`src/rtl/muldiv_pkg.sv`:
```
// Shared types for the RV32M multiply/divide unit: operation encodings,
// FSM states and the iteration count for the radix-2 datapath.
package muldiv_pkg;

    typedef enum logic [2:0] {
        OP_MUL    = 3'b000,
        OP_MULH   = 3'b001,
        OP_MULHSU = 3'b010,
        OP_MULHU  = 3'b011,
        OP_DIV    = 3'b100,
        OP_DIVU   = 3'b101,
        OP_REM    = 3'b110,
        OP_REMU   = 3'b111
    } muldiv_op_t;

    typedef enum logic [2:0] {
        ST_IDLE,
        ST_PREP,
        ST_CALC,
        ST_FIX,
        ST_DONE
    } muldiv_state_t;

    localparam logic [4:0] ITER_LAST = 5'd31;

endpackage

```
`src/rtl/muldiv_unit.sv`:
```
// Iterative RV32M multiply/divide unit: fixed 35-cycle latency from Start to Done,
// one radix-2 step per cycle on operand magnitudes with a final sign fix.
module muldiv_unit
    import muldiv_pkg::*;
#(
    parameter int DATA_WIDTH = 32
) (
    input  logic                  clk,
    input  logic                  reset,
    input  logic                  Start,
    input  logic [2:0]            Funct3,
    input  logic [DATA_WIDTH-1:0] SrcA,
    input  logic [DATA_WIDTH-1:0] SrcB,
    output logic                  Busy,
    output logic                  Done,
    output logic [DATA_WIDTH-1:0] Result
);

    localparam int W = DATA_WIDTH;

    function automatic logic [W-1:0] magnitude(input logic [W-1:0] v, input logic is_signed);
        return (is_signed && v[W-1]) ? -v : v;
    endfunction

    function automatic logic [W-1:0] fix_sign_w(input logic [W-1:0] v, input logic neg);
        return neg ? -v : v;
    endfunction

    function automatic logic [2*W-1:0] fix_sign_dw(input logic [2*W-1:0] v, input logic neg);
        return neg ? -v : v;
    endfunction

    muldiv_state_t  state_q, state_d;
    muldiv_op_t     op_q, op_d;
    logic [W-1:0]   a_q, a_d;
    logic [W-1:0]   b_q, b_d;
    logic [2*W-1:0] acc_q, acc_d;
    logic [4:0]     cnt_q, cnt_d;
    logic           neg_q, neg_d;
    logic           dz_q, dz_d;
    logic           busy_q, busy_d;
    logic           done_q, done_d;
    logic [W-1:0]   result_q, result_d;

    logic           op_signed_a, op_signed_b;
    logic [W:0]     mul_sum;
    logic [W:0]     div_trial;
    logic [2*W-1:0] mul_next, div_next;
    logic [2*W-1:0] prod_fixed;
    logic [W-1:0]   quot_fixed, rem_fixed;
    logic [W-1:0]   fix_value;

    assign op_signed_a = op_q inside {OP_MUL, OP_MULH, OP_MULHSU, OP_DIV, OP_REM};
    assign op_signed_b = op_q inside {OP_MUL, OP_MULH, OP_DIV, OP_REM};

    // acc holds {high product | partial remainder, multiplier | dividend-quotient}
    assign mul_sum   = {1'b0, acc_q[2*W-1:W]} + {1'b0, (acc_q[0] ? b_q : {W{1'b0}})};
    assign mul_next  = {mul_sum, acc_q[W-1:1]};
    assign div_trial = {acc_q[2*W-1:W], acc_q[W-1]} - {1'b0, b_q};
    assign div_next  = div_trial[W] ? {acc_q[2*W-2:0], 1'b0}
                                    : {div_trial[W-1:0], acc_q[W-2:0], 1'b1};

    assign prod_fixed = fix_sign_dw(acc_q, neg_q);
    assign quot_fixed = fix_sign_w(acc_q[W-1:0], neg_q);
    assign rem_fixed  = fix_sign_w(acc_q[2*W-1:W], neg_q);

    always_comb begin
        fix_value = '0;
        case (op_q)
            OP_MUL:                       fix_value = prod_fixed[W-1:0];
            OP_MULH, OP_MULHSU, OP_MULHU: fix_value = prod_fixed[2*W-1:W];
            OP_DIV, OP_DIVU:              fix_value = dz_q ? {W{1'b1}} : quot_fixed;
            default:                      fix_value = dz_q ? a_q : rem_fixed;
        endcase
    end

    always_comb begin
        state_d  = state_q;
        op_d     = op_q;
        a_d      = a_q;
        b_d      = b_q;
        acc_d    = acc_q;
        cnt_d    = cnt_q;
        neg_d    = neg_q;
        dz_d     = dz_q;
        result_d = result_q;

        case (state_q)
            ST_IDLE: begin
                if (Start) begin
                    op_d    = muldiv_op_t'(Funct3);
                    a_d     = SrcA;
                    b_d     = SrcB;
                    state_d = ST_PREP;
                end
            end
            ST_PREP: begin
                // a_q keeps the raw dividend for the divide-by-zero remainder
                b_d     = magnitude(b_q, op_signed_b);
                acc_d   = {{W{1'b0}}, magnitude(a_q, op_signed_a)};
                neg_d   = (op_q == OP_REM) ? a_q[W-1]
                                           : ((op_signed_a & a_q[W-1]) ^ (op_signed_b & b_q[W-1]));
                dz_d    = (b_q == '0);
                cnt_d   = ITER_LAST;
                state_d = ST_CALC;
            end
            ST_CALC: begin
                acc_d = op_q[2] ? div_next : mul_next;
                if (cnt_q == 5'd0) begin
                    state_d = ST_FIX;
                end else begin
                    cnt_d = cnt_q - 5'd1;
                end
            end
            ST_FIX: begin
                result_d = fix_value;
                state_d  = ST_DONE;
            end
            ST_DONE: begin
                state_d = ST_IDLE;
            end
            default: begin
                state_d = ST_IDLE;
            end
        endcase

        busy_d = state_d inside {ST_PREP, ST_CALC, ST_FIX};
        done_d = (state_d == ST_DONE);
    end

    always_ff @(posedge clk) begin
        if (reset) begin
            state_q  <= ST_IDLE;
            op_q     <= OP_MUL;
            a_q      <= '0;
            b_q      <= '0;
            acc_q    <= '0;
            cnt_q    <= '0;
            neg_q    <= 1'b0;
            dz_q     <= 1'b0;
            busy_q   <= 1'b0;
            done_q   <= 1'b0;
            result_q <= '0;
        end else begin
            state_q  <= state_d;
            op_q     <= op_d;
            a_q      <= a_d;
            b_q      <= b_d;
            acc_q    <= acc_d;
            cnt_q    <= cnt_d;
            neg_q    <= neg_d;
            dz_q     <= dz_d;
            busy_q   <= busy_d;
            done_q   <= done_d;
            result_q <= result_d;
        end
    end

    assign Busy   = busy_q;
    assign Done   = done_q;
    assign Result = result_q;

endmodule

```
`config.mk`:
```
export PLATFORM = sky130hd
export DESIGN_NAME = muldiv_unit
export DESIGN_NICKNAME = d
export VERILOG_FILES = /design/src/rtl/muldiv_pkg.sv /design/src/rtl/muldiv_unit.sv
export SDC_FILE = /design/constraint.sdc
export NUM_CORES = 1
export LEC_CHECK = 0
export ABC_AREA = 1
export BUFFER_PORTS_ARGS = -buffer_cell sky130_fd_sc_hd__buf_2
export CAP_MARGIN = 20
export CORE_ASPECT_RATIO = 1.1
export CORE_MARGIN = 4
export CORE_UTILIZATION = 25
export CTS_CLUSTER_SIZE = 40
export DETAILED_ROUTE_END_ITERATION = 7
export HOLD_SLACK_MARGIN = 0.06
export PLACE_DENSITY = 0.53
export SETUP_SLACK_MARGIN = 0.2
export SLEW_MARGIN = 30
export SYNTH_ARGS = -nofsm -noshare
export SYNTH_HDL_FRONTEND = slang
export SYNTH_SLANG_ARGS = --single-unit
```
`constraint.sdc`:
```
create_clock -name clk -period 2.9 [get_ports clk]
set_clock_uncertainty 0.1 [all_clocks]
set_input_delay 0.29 -clock clk [delete_from_list [all_inputs] [get_ports clk]]
set_output_delay 0.29 -clock clk [all_outputs]
set_load 0.03 [all_outputs]
```
==> summary.md <==
| Metric | Value |
|---|---|
| Final setup violation count | 0 |
| Final Core Density | 30.6% |
| Total vias in the final route | 22000 |
| IO Pins | 104 |
| DP Worst Slack | 0.0136 ns |
| CTS tree | yes |
| GPL Wtd Cong | 1.01 |
| Setup TNS | 0 ns |
| Yosys reg bits | 175 |
| WP data required | 3.14 ns |
| Post-synth EDFFs | 0 |
| # rows | 103 |
| Largest net degree at the start of global routing | 83 |
| Critical path buffer and inverter count | 4 |
| Drt wl/cell | 18.7 um |
| Crit path kind | reg2reg |
| Pwr dens | 477 nW/um2 |
| Fmax | 379 MHz |
| # clock sinks | 175 |
| Hold Path Class | in2reg |
| Share of layout cells above drive strength 1 | 12.3% |
| Antenna diodes | 0 |
| Post-Syn Area | 18100 um2 |
| Syn Nets | 3460 |
| Drt drc | 0 |
| Lkg Pwr | 11.2 nW |
| Seq/Total Area, Yosys | 19.4% |
| Seq pwr share | 27.8% |
| RSZ-0062 raised after global routing | true |
| Net Sw Power | 5.01 mW |
| 1st-pass router iterations | 6 |
| Period utilisation layout | 91.0% |
| Initial antenna violation count | 1 |
| Kind of cell adding the most delay to the critical path | simple AND/OR/NAND/NOR gates |
| Core area | 71800 um2 |
| Clock power frac | 21.4% |
| Commonest non-fill, non-tap cell in the layout | nand2_1 |
| Die width | 264 um |
| Commonest non-fill, non-tap cells in the layout | nand2_1, inv_1, nor2_1 |
| Cells after Synth | 3318 |
| Min cycle time layout | 2.64 ns |
| IO Port Bufs | 103 |
| Clk_lat worst skew | 0.48 ns |
| Vias/cell | 4.94 |
| First-pass GRT wire length | 124000 um |
| CP Launch Type | flip-flop |
| Initial Util | 25.2% |
| Initial detailed-routing violation count | 2196 |
| GR Util All Layers | 20.8% |
| CP Data Arrival Time | 2.88 ns |
| PnR worst setup slack | 0.261 ns |
| CP Cell Sequence | buf_12 > nand2_1 > inv_1 > ha_1 > nand2_2 > nor2_1 > inv_1 > nor3_2 > nand3_2 > nand3_1 > nand3_1 > nand2_1 > inv_1 > nand2_1 > a21oi_1 |
| WL final | 83300 um |
| GRT overflow | 0 |
| Final slew viol count | 0 |
| DPL Wire Length | 66600 um |
| Critical path's slowest cell | ha_1 |
| Max-cap violations | 0 |
| R2R Setup Slk | 0.26 ns |
| Total number of yosys warnings | 0 |
| Slew @ Worst Pin | 0.736 ns |
| Routed Antenna Nets | 0 |
| Peak VDD IR | 0.444 mV |
| Die height | 290 um |
| Area Overhead vs Synth | 21.7% |
| CTS buffer count | 17 |
| Outcome | finished, final reports clean |
| Slew headroom | 50.9% |
| Post-Syn Area per Cell | 5.45 um2 |
| Synth Flop Type | dfxtp_1 |
| Async SR Flop Fraction | 0% |
| Critical path endpoint category | flip-flop |
| Final net count | 3631 |
| Die area | 76700 um2 |
| CP max stage delay | 0.43 ns |
| Cell Int Power | 5.48 mW |
| Max FO, Critical Path | 15 |
| Clock slew at reported path FFs | 0.07 ns |
| Root Buffer | clkbuf_16 |
| Maximum root-to-sink buffer count | 2 |
| Logic pwr share | 50.8% |
| Number of library cell types mapped by synthesis | 49 |
| Switching portion of total power | 47.7% |
| H-tree depth | 4 |
| Vias in the first global route | 20100 |
| Final hold violation count | 0 |
==> power by group through the flow <==
| stage | logic, mW | clock network (mW) | registers (mW) |
|---|---|---|---|
| floorplan | 3.30 | 0 | 2.91 |
| global placement | 4.98 | 0 | 2.95 |
| detailed placement | 4.96 | 0 | 2.95 |
| CTS | 5.06 | 2.31 | 2.90 |
| global route | 5.88 | 2.38 | 2.94 |
| finish | 5.32 | 2.25 | 2.92 |
==> cell families (layout without fill, tap and decap cells) <==
| family | count (synthesis) | count (layout) | share of synthesized area, % |
|---|---|---|---|
| and+or+nand+nor | 1752 | 1753 | 40.1 |
| buffers and inverters | 640 | 823 | 13.5 |
| DFF | 175 | 175 | 19.4 |
| AOI/OAI and AO/OA | 605 | 605 | 18.4 |
| adders and majority gates | 72 | 72 | 5.07 |
| xor gates and xnor gates | 74 | 74 | 3.58 |
==> worst paths after layout <==
path             start   endpoint  cells past startpoint
min            SrcB[0]     b_q[0]                      3
min reg2reg  Result[0]  Result[0]                      2
max reg2reg   acc_q[0]  acc_q[60]                     15
max           acc_q[0]  acc_q[60]                     15
==> registers in the layout, summed over array words and instances, names as in the netlist, 3 cells and up <==
register / count
a_q: 32
b_q: 32
state_q: 3
Result: 32
op_q: 3
acc_q: 64
cnt_q: 5
==> worst reg2reg max path, cell delays in order (launching register included) <==
cell	delay, ns
dfxtp_4	0.39
buf_12	0.16
nand2_1	0.09
inv_1	0.07
ha_1	0.43
nand2_2	0.12
nor2_1	0.14
inv_1	0.09
nor3_2	0.23
nand3_2	0.17
nand3_1	0.10
nand3_1	0.14
nand2_1	0.11
inv_1	0.06
nand2_1	0.06
a21oi_1	0.05
==> area by class of cell <==
class                   count  area [um2]
well taps                 945        1180
clock inverters             9        75.1
inverters                 504        1890
multi-input cells        2504       12700
repair buffers            287        2160
clock buffers              23         458
fillers                  8144       49800
flip-flops and latches    175        3520
==> per-layer routing <==
layer / global-route usage (%) / wire length (um)
met5: 0 / 0
met4: 8.72 / 3570
met2: 34.0 / 38300
met3: 3.63 / 5800
met1: 27.0 / 35700
==> cell usage after synthesis (all sizes together), types with 2 or more instances <==
library cell / n / area (um2)
o221ai: 3 / 26.3
and3: 2 / 12.5
a21o: 4 / 30.0
o21bai: 11 / 82.6
fa: 2 / 40.0
o21ai: 235 / 1190
or2: 8 / 50.1
buf: 35 / 175
a21oi: 254 / 1270
nor4: 10 / 62.6
xnor2: 14 / 123
xor2: 60 / 526
nor3: 38 / 220
o31ai: 5 / 51.3
nand3b: 10 / 75.1
o21a: 4 / 30.0
a221oi: 9 / 78.8
and2: 8 / 50.1
o211ai: 36 / 270
nand4: 36 / 225
nand3: 272 / 1370
dfxtp: 175 / 3500
nor2: 343 / 1310
nand2: 1025 / 3860
a31oi: 36 / 225
inv: 499 / 1870
a21boi: 2 / 15.0
clkbuf: 101 / 379
ha: 70 / 876
clkinv: 5 / 18.8
==> through the flow <==
| step | cells | cell area, um2 | power, mW | hold WS (ns) |
|---|---|---|---|---|
| after floorplan | 3318 | 18100 | 6.21 | 0.344 |
| after global placement | 4359 | 20300 | 7.94 | 0.335 |
| after detailed placement | 4359 | 20300 | 7.91 | 0.345 |
| after CTS | 4441 | 21300 | 10.3 | 0.0709 |
| after global routing | 4447 | 22000 | 11.2 | 0.113 |
| final | 4447 | 22000 | 10.5 | 0.0901 |
==> what timing repair did <==
item,CTS,global route
gates cloned,0,3
endpoints found under the setup margin,34,44
buffers inserted,0,3
resized for setup,12,137
hold endpoints to repair,50,0
pin swaps,1,5
hold buffers,50,0
No activity file was read; power rests on OpenSTA's default activity.
